File: src/rtl/dr_pkg.sv
// Shared dual-rail definitions: rail-pair codes, controller states and pair classifiers.
package dr_pkg;

  localparam logic [1:0] RAIL_NULL    = 2'b00;
  localparam logic [1:0] RAIL_DATA0   = 2'b01;
  localparam logic [1:0] RAIL_DATA1   = 2'b10;
  localparam logic [1:0] RAIL_ILLEGAL = 2'b11;

  typedef enum logic [1:0] {
    ST_IDLE    = 2'd0,
    ST_HOLD    = 2'd1,
    ST_RELEASE = 2'd2
  } state_t;

  // Pairs are packed as {true_rail, false_rail}.
  function automatic logic is_null(input logic [1:0] pair);
    return pair == RAIL_NULL;
  endfunction

  function automatic logic is_data(input logic [1:0] pair);
    return (pair == RAIL_DATA0) || (pair == RAIL_DATA1);
  endfunction

  function automatic logic is_illegal(input logic [1:0] pair);
    return pair == RAIL_ILLEGAL;
  endfunction

endpackage

File: src/rtl/dr_rr_arbiter.sv
// Combinational round-robin picker: first requester at or after ptr, wrapping.
module dr_rr_arbiter #(
  parameter  int CH = 4,
  localparam int PW = (CH > 1) ? $clog2(CH) : 1
) (
  input  logic [CH-1:0] req,
  input  logic [PW-1:0] ptr,
  output logic [CH-1:0] gnt,
  output logic          valid
);

  always_comb begin
    int idx;
    idx   = 0;
    gnt   = '0;
    valid = 1'b0;
    for (int i = 0; i < CH; i++) begin
      idx = int'(ptr) + i;
      if (idx >= CH) idx = idx - CH;
      if (!valid && req[idx]) begin
        gnt[idx] = 1'b1;
        valid    = 1'b1;
      end
    end
  end

endmodule

File: src/rtl/mem_rw_ctrl_nch.sv
// Multi-channel dual-rail RW controller: round-robin grant, four-phase hold/release,
// sticky illegal-code and hold-timeout error flags.
module mem_rw_ctrl_nch
  import dr_pkg::*;
#(
  parameter int CH  = 4,
  parameter int TMO = 255
) (
  input  logic          clk,
  input  logic          rst,
  input  logic [CH-1:0] ph0_t,
  input  logic [CH-1:0] ph0_f,
  input  logic [CH-1:0] mi_t,
  input  logic [CH-1:0] mi_f,
  input  logic          err_clr,
  output logic          rw_t,
  output logic          rw_f,
  output logic [CH-1:0] ack,
  output logic [CH-1:0] err
);

  localparam int PW = (CH > 1) ? $clog2(CH) : 1;
  localparam int HW = (TMO > 0) ? $clog2(TMO + 1) : 1;

  state_t        state;
  logic [PW-1:0] rr_ptr;
  logic [PW-1:0] g;
  logic [HW-1:0] hold_cnt;

  logic [CH-1:0] complete, chan_null, illegal, eligible;
  logic [CH-1:0] arb_gnt, err_set, tmo_err;
  logic          arb_valid, arb_wr;
  logic [PW-1:0] arb_idx, g_next;
  logic          g_null, g_ill, tmo_hit;

  always_comb begin
    complete  = '0;
    chan_null = '0;
    illegal   = '0;
    for (int i = 0; i < CH; i++) begin
      complete[i]  = is_data({ph0_t[i], ph0_f[i]}) && is_data({mi_t[i], mi_f[i]});
      chan_null[i] = is_null({ph0_t[i], ph0_f[i]}) && is_null({mi_t[i], mi_f[i]});
      illegal[i]   = is_illegal({ph0_t[i], ph0_f[i]}) || is_illegal({mi_t[i], mi_f[i]});
    end
  end

  assign eligible = complete & ~illegal & ~err;

  dr_rr_arbiter #(.CH(CH)) u_arb (
    .req   (eligible),
    .ptr   (rr_ptr),
    .gnt   (arb_gnt),
    .valid (arb_valid)
  );

  always_comb begin
    arb_idx = '0;
    for (int i = 0; i < CH; i++) begin
      if (arb_gnt[i]) arb_idx = PW'(i);
    end
  end

  // Granted lanes are complete DATA, so a high true rail on both pairs means DATA1 (write).
  assign arb_wr  = |(arb_gnt & ph0_t & mi_t);
  assign g_null  = chan_null[g];
  assign g_ill   = illegal[g];
  assign tmo_hit = (TMO != 0) && (hold_cnt == HW'(TMO));
  assign g_next  = (int'(g) >= CH - 1) ? '0 : g + 1'b1;

  // ack holds the one-hot grant while in HOLD, so it doubles as the timeout error mask.
  assign tmo_err = ack & {CH{(state == ST_HOLD) && tmo_hit && !g_null}};
  assign err_set = illegal | tmo_err;

  always_ff @(posedge clk) begin
    if (rst) begin
      state    <= ST_IDLE;
      rr_ptr   <= '0;
      g        <= '0;
      hold_cnt <= '0;
      rw_t     <= 1'b0;
      rw_f     <= 1'b0;
      ack      <= '0;
      err      <= '0;
    end else begin
      err <= (err & ~{CH{err_clr}}) | err_set;
      case (state)
        ST_IDLE: begin
          if (arb_valid) begin
            state    <= ST_HOLD;
            g        <= arb_idx;
            hold_cnt <= '0;
            rw_t     <= arb_wr;
            rw_f     <= !arb_wr;
            ack      <= arb_gnt;
          end
        end
        ST_HOLD: begin
          if (hold_cnt != '1) hold_cnt <= hold_cnt + 1'b1;
          if (g_ill || g_null || tmo_hit) begin
            state <= ST_RELEASE;
            rw_t  <= 1'b0;
            rw_f  <= 1'b0;
            ack   <= '0;
          end
        end
        ST_RELEASE: begin
          state  <= ST_IDLE;
          rr_ptr <= g_next;
        end
        default: state <= ST_IDLE;
      endcase
    end
  end

endmodule

File: config.mk
export PLATFORM = sky130hd
export DESIGN_NAME = mem_rw_ctrl_nch
export DESIGN_NICKNAME = d
export VERILOG_FILES = /design/src/rtl/dr_pkg.sv /design/src/rtl/dr_rr_arbiter.sv /design/src/rtl/mem_rw_ctrl_nch.sv
export SDC_FILE = /design/constraint.sdc
export NUM_CORES = 1
export LEC_CHECK = 0
export ABC_AREA = 0
export CAP_MARGIN = 20
export CORE_MARGIN = 10
export CORE_UTILIZATION = 24
export CTS_CLUSTER_SIZE = 28
export DETAILED_ROUTE_END_ITERATION = 10
export PLACE_DENSITY = 0.46
export SYNTH_ARGS = -nofsm -noshare
export SYNTH_HDL_FRONTEND = slang
export SYNTH_SLANG_ARGS = --single-unit
File: constraint.sdc
create_clock -name clk -period 3.2 [get_ports clk]
set_input_delay 0.32 -clock clk [delete_from_list [all_inputs] [get_ports clk]]
set_output_delay 0.32 -clock clk [all_outputs]
set_load 0.02 [all_outputs]
Word level (Yosys, flattened, before mapping)
Index checks and enable logic that the tools add are counted.

storage, ports and cells
  bits of input ports = 19
  output and inout port bits = 10
  flip-flop bits (word level) = 24
  word-level logic and storage cells = 181

cells by class
  bitwise gates (word level) = 14
  mux-type cells = 54
  add/subtract/negate cells = 9
  order comparisons = 14
  reduce and logical (&&, ||, !) cells = 51
  eq/ne operators = 31

operators with widths
  kind                                                                 count
  greater-or-equal comparator 32 x 1 -> 1 bit (second input constant)  4
  < comparator 32 x 4 -> 1 bit (second input constant)                 4
  2-to-1 mux 32 bit                                                    4
  greater-or-equal comparator 32 x 4 -> 1 bit (second input constant)  3
  subtractor 32 x 4 -> 32 bit (second input constant)                  3
  == test 2 bit (second input constant)                                17
  AND 4 bit                                                            6
  2-to-1 mux 4 bit                                                     6
  2-to-1 mux 1 bit                                                     22
  OR 4 bit                                                             5
  == test 2 x 1 -> 1 bit (second input constant)                       9
  logical NOT 2 bit                                                    9
  logical AND 1 bit                                                    17
  2-to-1 mux 8 bit                                                     2
  case mux 8 bit (2 select lines)                                      1
  logical OR 1 bit                                                     14
  binary-select mux 1 bit (select 2 bit)                               6
  NOT 4 bit                                                            3
  2-to-1 mux 2 bit                                                     5
  adder 8 x 1 -> 8 bit (second input constant)                         1
  demux 1 bit (select 2 bit)                                           4
  == test 8 bit (second input constant)                                1
  inequality test 8 bit (second input constant)                        1
  case mux 4 bit (2 select lines)                                      1
  other kinds (16)                                                     25

Depth between registers and ports, before layout
  depth in word-level cells = 24
  mapped depth = 10
  gate-level depth less buffers = 9

Hierarchy
From an unflattened synthesis, not the netlist that was laid out.

unflattened totals
  cells, all modules = 238
  area total of the unflattened synthesis = 1988.2 sq um

by module, submodules not included
  module           instances  area each (sq um)  cells each
  mem_rw_ctrl_nch  1          1530.2             179
  dr_rr_arbiter    1          457.9              59

Least setup slack after synthesis
No wires, ideal clock.

  kind = register to register
  from = register rr_ptr[0]
  to = register rw_f
  arrival = 2.682 ns
  library setup time = 0.059 ns
  slack = 0.458 ns
  buffers on the path = 1
  stages on the path, launching flop included = 9
  cells stage by stage = dfxtp_1 -> inv_1 -> ha_1 -> buf_12 -> mux4_1 -> and3_2 -> a2111o_1 -> a221oi_2 -> a41o_1

between the ends
  word-level cells in the longest chain between the ends = 21

ends and longest elaborated chain
  element                                                                               line                    text
  from (decl)                                                                           mem_rw_ctrl_nch.sv:26   logic [PW-1:0] rr_ptr;
  from (signal assigned)                                                                mem_rw_ctrl_nch.sv:108  rr_ptr <= g_next;
  parallel branches: the longest is 21 deep, another holds subtractor 32 x 4 -> 32 bit  -
  to (signal assigned)                                                                  mem_rw_ctrl_nch.sv:93   rw_f <= !arb_wr;
  to (decl)                                                                             mem_rw_ctrl_nch.sv:17   output logic rw_f,

Several ways; the timed one is not identified. The select of a mux whose other input is x is not followed.
A chain may end at the register's enable or synchronous reset.

Worst setup path in the final report
  from = input port mi_t[3]
  to = register rw_f

between the ends
  word-level cells in the longest chain between the ends = 24

ends and longest elaborated chain
  element                                                line                                          text
  from (decl)                                            mem_rw_ctrl_nch.sv:13                         input logic [CH-1:0] mi_t,
  == test 2 x 1 -> 1 bit (tied with other cells)         dr_pkg.sv:21                                  return (pair == RAIL_DATA0) || (pair == RAIL_DATA1);
  logical OR 1 bit, on equally long branches             dr_pkg.sv:21, mem_rw_ctrl_nch.sv:43
  logical AND 1 bit / NOT 4 bit (equally long branches)  mem_rw_ctrl_nch.sv:41, mem_rw_ctrl_nch.sv:47
  AND 4 bit (2 in a row)                                 mem_rw_ctrl_nch.sv:47                         assign eligible = complete & ~illegal & ~err;
  binary-select mux 1 bit (select 2 bit)                 dr_rr_arbiter.sv:20                           if (!valid && req[idx]) begin
  2-to-1 mux 1 bit (not written as such) (2 in a row)    dr_rr_arbiter.sv:20
  2-to-1 mux 1 bit                                       dr_rr_arbiter.sv:20
  logical NOT 1 bit                                      dr_rr_arbiter.sv:20
  [5 not listed]                                         -
  logical NOT 1 bit                                      dr_rr_arbiter.sv:20
  logical AND 1 bit                                      dr_rr_arbiter.sv:20
  2-to-1 mux 4 bit                                       dr_rr_arbiter.sv:20
  AND 4 bit (2 in a row)                                 mem_rw_ctrl_nch.sv:64                         assign arb_wr = |(arb_gnt & ph0_t & mi_t);
  OR reduction 4 bit                                     mem_rw_ctrl_nch.sv:64
  logical NOT 1 bit                                      mem_rw_ctrl_nch.sv:93
  2-to-1 mux 1 bit                                       mem_rw_ctrl_nch.sv:88                         if (arb_valid) begin
  case mux 1 bit (2 select lines)                        mem_rw_ctrl_nch.sv:86                         case (state)

Several ways; a longest one is shown, not always the timed one. The select of a mux whose other input is x is not followed.

==> impl_metrics.tcl <==
set metrics [dict create \
    dieArea_um2 12560 \
    nets 342 \
    clock_path_buffers 2 \
    yosys_warnings 0 \
    worst-path-max-fanout 5 \
    drt_iter0_markers 89 \
    grt_pass1_vias 1980 \
    hold_violations 0 \
    timing.hold.ws_ns 0.4792 \
    clock_latency_ns 0.27 \
    status "complete, no violations" \
    met3_length_um 351 \
    drive_gt1_frac 0.1757 \
    grt_max_degree 18 \
    netlist_area_um2 2034 \
    cts_num_sinks 24 \
    io_pins 29 \
    overflow 0 \
    core_area_um2 8217 \
    fin_crit_sh 0.9259 \
    synth-main-ff-cell "dfxtp_1" \
    dp_cells 397 \
    crit_type "primary input to flip-flop" \
    track_usage 0.09488 \
    rsz0062_at_grt "no" \
    cts_tree "yes" \
    dp_hpwl_mm 4.970 \
    yosysUniqueCellTypes 50 \
    globalplace.congestion 0.8192 \
    grt_pass1_wl_mm 10.03 \
    finalNonFillerCells 401 \
    seq_area_frac_synth 0.2362 \
    num_rows 33 \
    p_per_area_nw_per_um2 368.6 \
    start_util 0.2476 \
    syn_nets 285 \
    antenna_cells 0 \
    cp-start-kind "primary input" \
    end_kind "flip-flop" \
    die_h_um 112.1 \
    dr.max_layer_used "met4" \
    max_cap_viol_count 0 \
    post_cts_buffers 0 \
    finalCriticalPeriod_ns 2.963 \
    via_count 1951 \
    whs_path_depth 2 \
    worstMarginPinSlew_ns 0.6471 \
    die_x_um 112.1 \
    synth-seq-cells 24 \
    r2r_cells 9 \
    fmax_mhz 337.5 \
    avgSynthCellArea_um2 8.477 \
    slew_headroom 0.5673 \
    arrival_ns 3.14 \
    numPortBuffers 28 \
    worstPathRequired_ns 3.38 \
    fin_total_pwr_mw 0.9915 \
    synth-edff-count 0 \
    wl_met1_mm 2.818 \
    ys_async_sr_fraction 0 \
    route.met2.wl_mm 2.763 \
    finalSetupViolCount 0 \
    cts_buffers 3 \
    cts_root_buf "clkbuf_8" \
    p_leak_nw 1.156 \
    h-tree-depth 1 \
    area_delta_synth_final_pct 32.23 \
    viasPerCell 4.865 \
    hold_path_class "flip-flop to flip-flop" \
    drv_slew 0 \
    ir_worst_vdd_v 0.0002517 \
    finalClockSkew_ns 0.005234 \
    wl_per_cell_um 14.95 \
    clkTransAtPathRegs_ns 0.09 \
    drc_errors 0 \
    postRouteAntennaNets 0 \
    wl_mm 5.993 \
    antenna_found_initial 0 \
    firstDrtPassIters 5 \
    syn_inst 240 \
]
worst max-delay path, stage by stage:
cell and delay, ns:
clkdlybuf4s50_1 0.48, inv_1 0.06, ha_1 0.28, and3b_1 0.20, and2_0 0.21, or4_2 0.66
o211ai_1 0.22, a2111o_1 0.33, nand3_1 0.15, a41o_1 0.23
cell usage in the layout (no fill, tap or decap), types with 3 or more instances in the layout:
master and instances:
ha_1 26, buf_4 29, inv_1 23, o21ai_0 4
nor2_1 29, clkbuf_8 3, a21oi_1 15, nand4_1 4
dfxtp_1 24, xor2_1 4, nand2_1 21, a31oi_1 5
nand2b_1 3, nor3_1 3, mux4_2 6, or2_2 3
nand3_1 15, nand3b_1 5, clkdlybuf4s50_1 28, a211oi_1 3
power breakdown:
part | internal, mW | leakage, nW | switching, mW
logic | 0.175 | 0.924 | 0.193
registers | 0.324 | 0.196 | 0.0271
clock network | 0.167 | 0.0357 | 0.106
total | 0.666 | 1.16 | 0.326
worst paths after layout:
path | startpoint | endpoint | slack, ns
worst max-delay path | mi_t[3] | rw_f | 0.24
worst min-delay path | hold_cnt[1] | hold_cnt[1] | 0.48
worst max register to register | rr_ptr[1] | rw_f | 0.48
worst min register to register | hold_cnt[1] | hold_cnt[1] | 0.48
Yosys cell counts (2+ instances only):
cell type / n / area [µm²]
a211oi_1: 3 / 22.52
and3b_1: 2 / 17.52
inv_1: 23 / 86.33
dfxtp_1: 24 / 480.5
a21oi_1: 15 / 75.07
nand3_1: 15 / 75.07
and2_1: 2 / 12.51
o21ai_0: 4 / 20.02
xnor2_1: 2 / 17.52
clkbuf_1: 2 / 7.510
nor2_1: 29 / 108.9
mux4_1: 2 / 52.55
and3_1: 2 / 12.51
nor3_1: 3 / 15.01
and3_2: 2 / 15.01
a2111o_1: 2 / 22.52
nand4_1: 4 / 25.02
a21boi_0: 2 / 15.01
a2111oi_0: 2 / 17.52
nand2_1: 21 / 78.83
or2_2: 3 / 18.77
nand3b_1: 5 / 37.54
or2_4: 2 / 17.52
nand2b_1: 3 / 18.77
nor2b_1: 2 / 12.51
xor2_1: 4 / 35.03
and3b_2: 2 / 20.02
o211ai_1: 2 / 15.01
mux4_2: 6 / 135.1
a31oi_1: 5 / 31.28
ha_1: 26 / 325.3
logic make-up after synthesis:
logic type                 synth area share
and+or+nand+nor                      0.2515
buffers and inverters               0.06519
adders and majority gates            0.1599
xor gates and xnor gates            0.02583
DFF                                  0.2362
AOI/OAI and AO/OA                    0.1642
muxes                               0.09717
flip-flops by register name, indices dropped and copies added, names as in the netlist:
| signal | flops |
|---|---|
| state | 2 |
| rw_f | 1 |
| ack | 4 |
| hold_cnt | 8 |
| g | 2 |
| rr_ptr | 2 |
| err | 4 |
| rw_t | 1 |
metrics by stage:
stage | utilization | cell area [µm²] | setup TNS [ns] | worst slack (ns)
after global placement | 0.3186 | 2618 | -0.1181 | -0.06255
after global routing | 0.3274 | 2690 | 0 | 0.05591
final | 0.3274 | 2690 | 0 | 0.2372
after floorplan | - | 2034 | 0 | 0.4584
after CTS | 0.3272 | 2689 | 0 | 0.2046
after detailed placement | 0.3186 | 2618 | -0.1833 | -0.08049
timing repair:
item,CTS,global route
endpoints found under the setup margin,0,1
gates resized for setup,0,1
hold buffers,0,0
layer usage:
metal,GRT usage,vias up
met3,0.01917,7
met1,0.1222,914
met2,0.1581,54
met4,0.02284,0
li1,-,976
met5,0,-
layout make-up:
type                       count  area (µm²)
tap                          105       131.4
inverter                      23       86.33
sequential                    24       480.5
clock inverter                 1       30.03
multi-input combinational    188        1423
clock buffer                   3       41.29
timing repair buffer          57       498.0
fill                         879        5527
(Power assumes the default switching activity.)
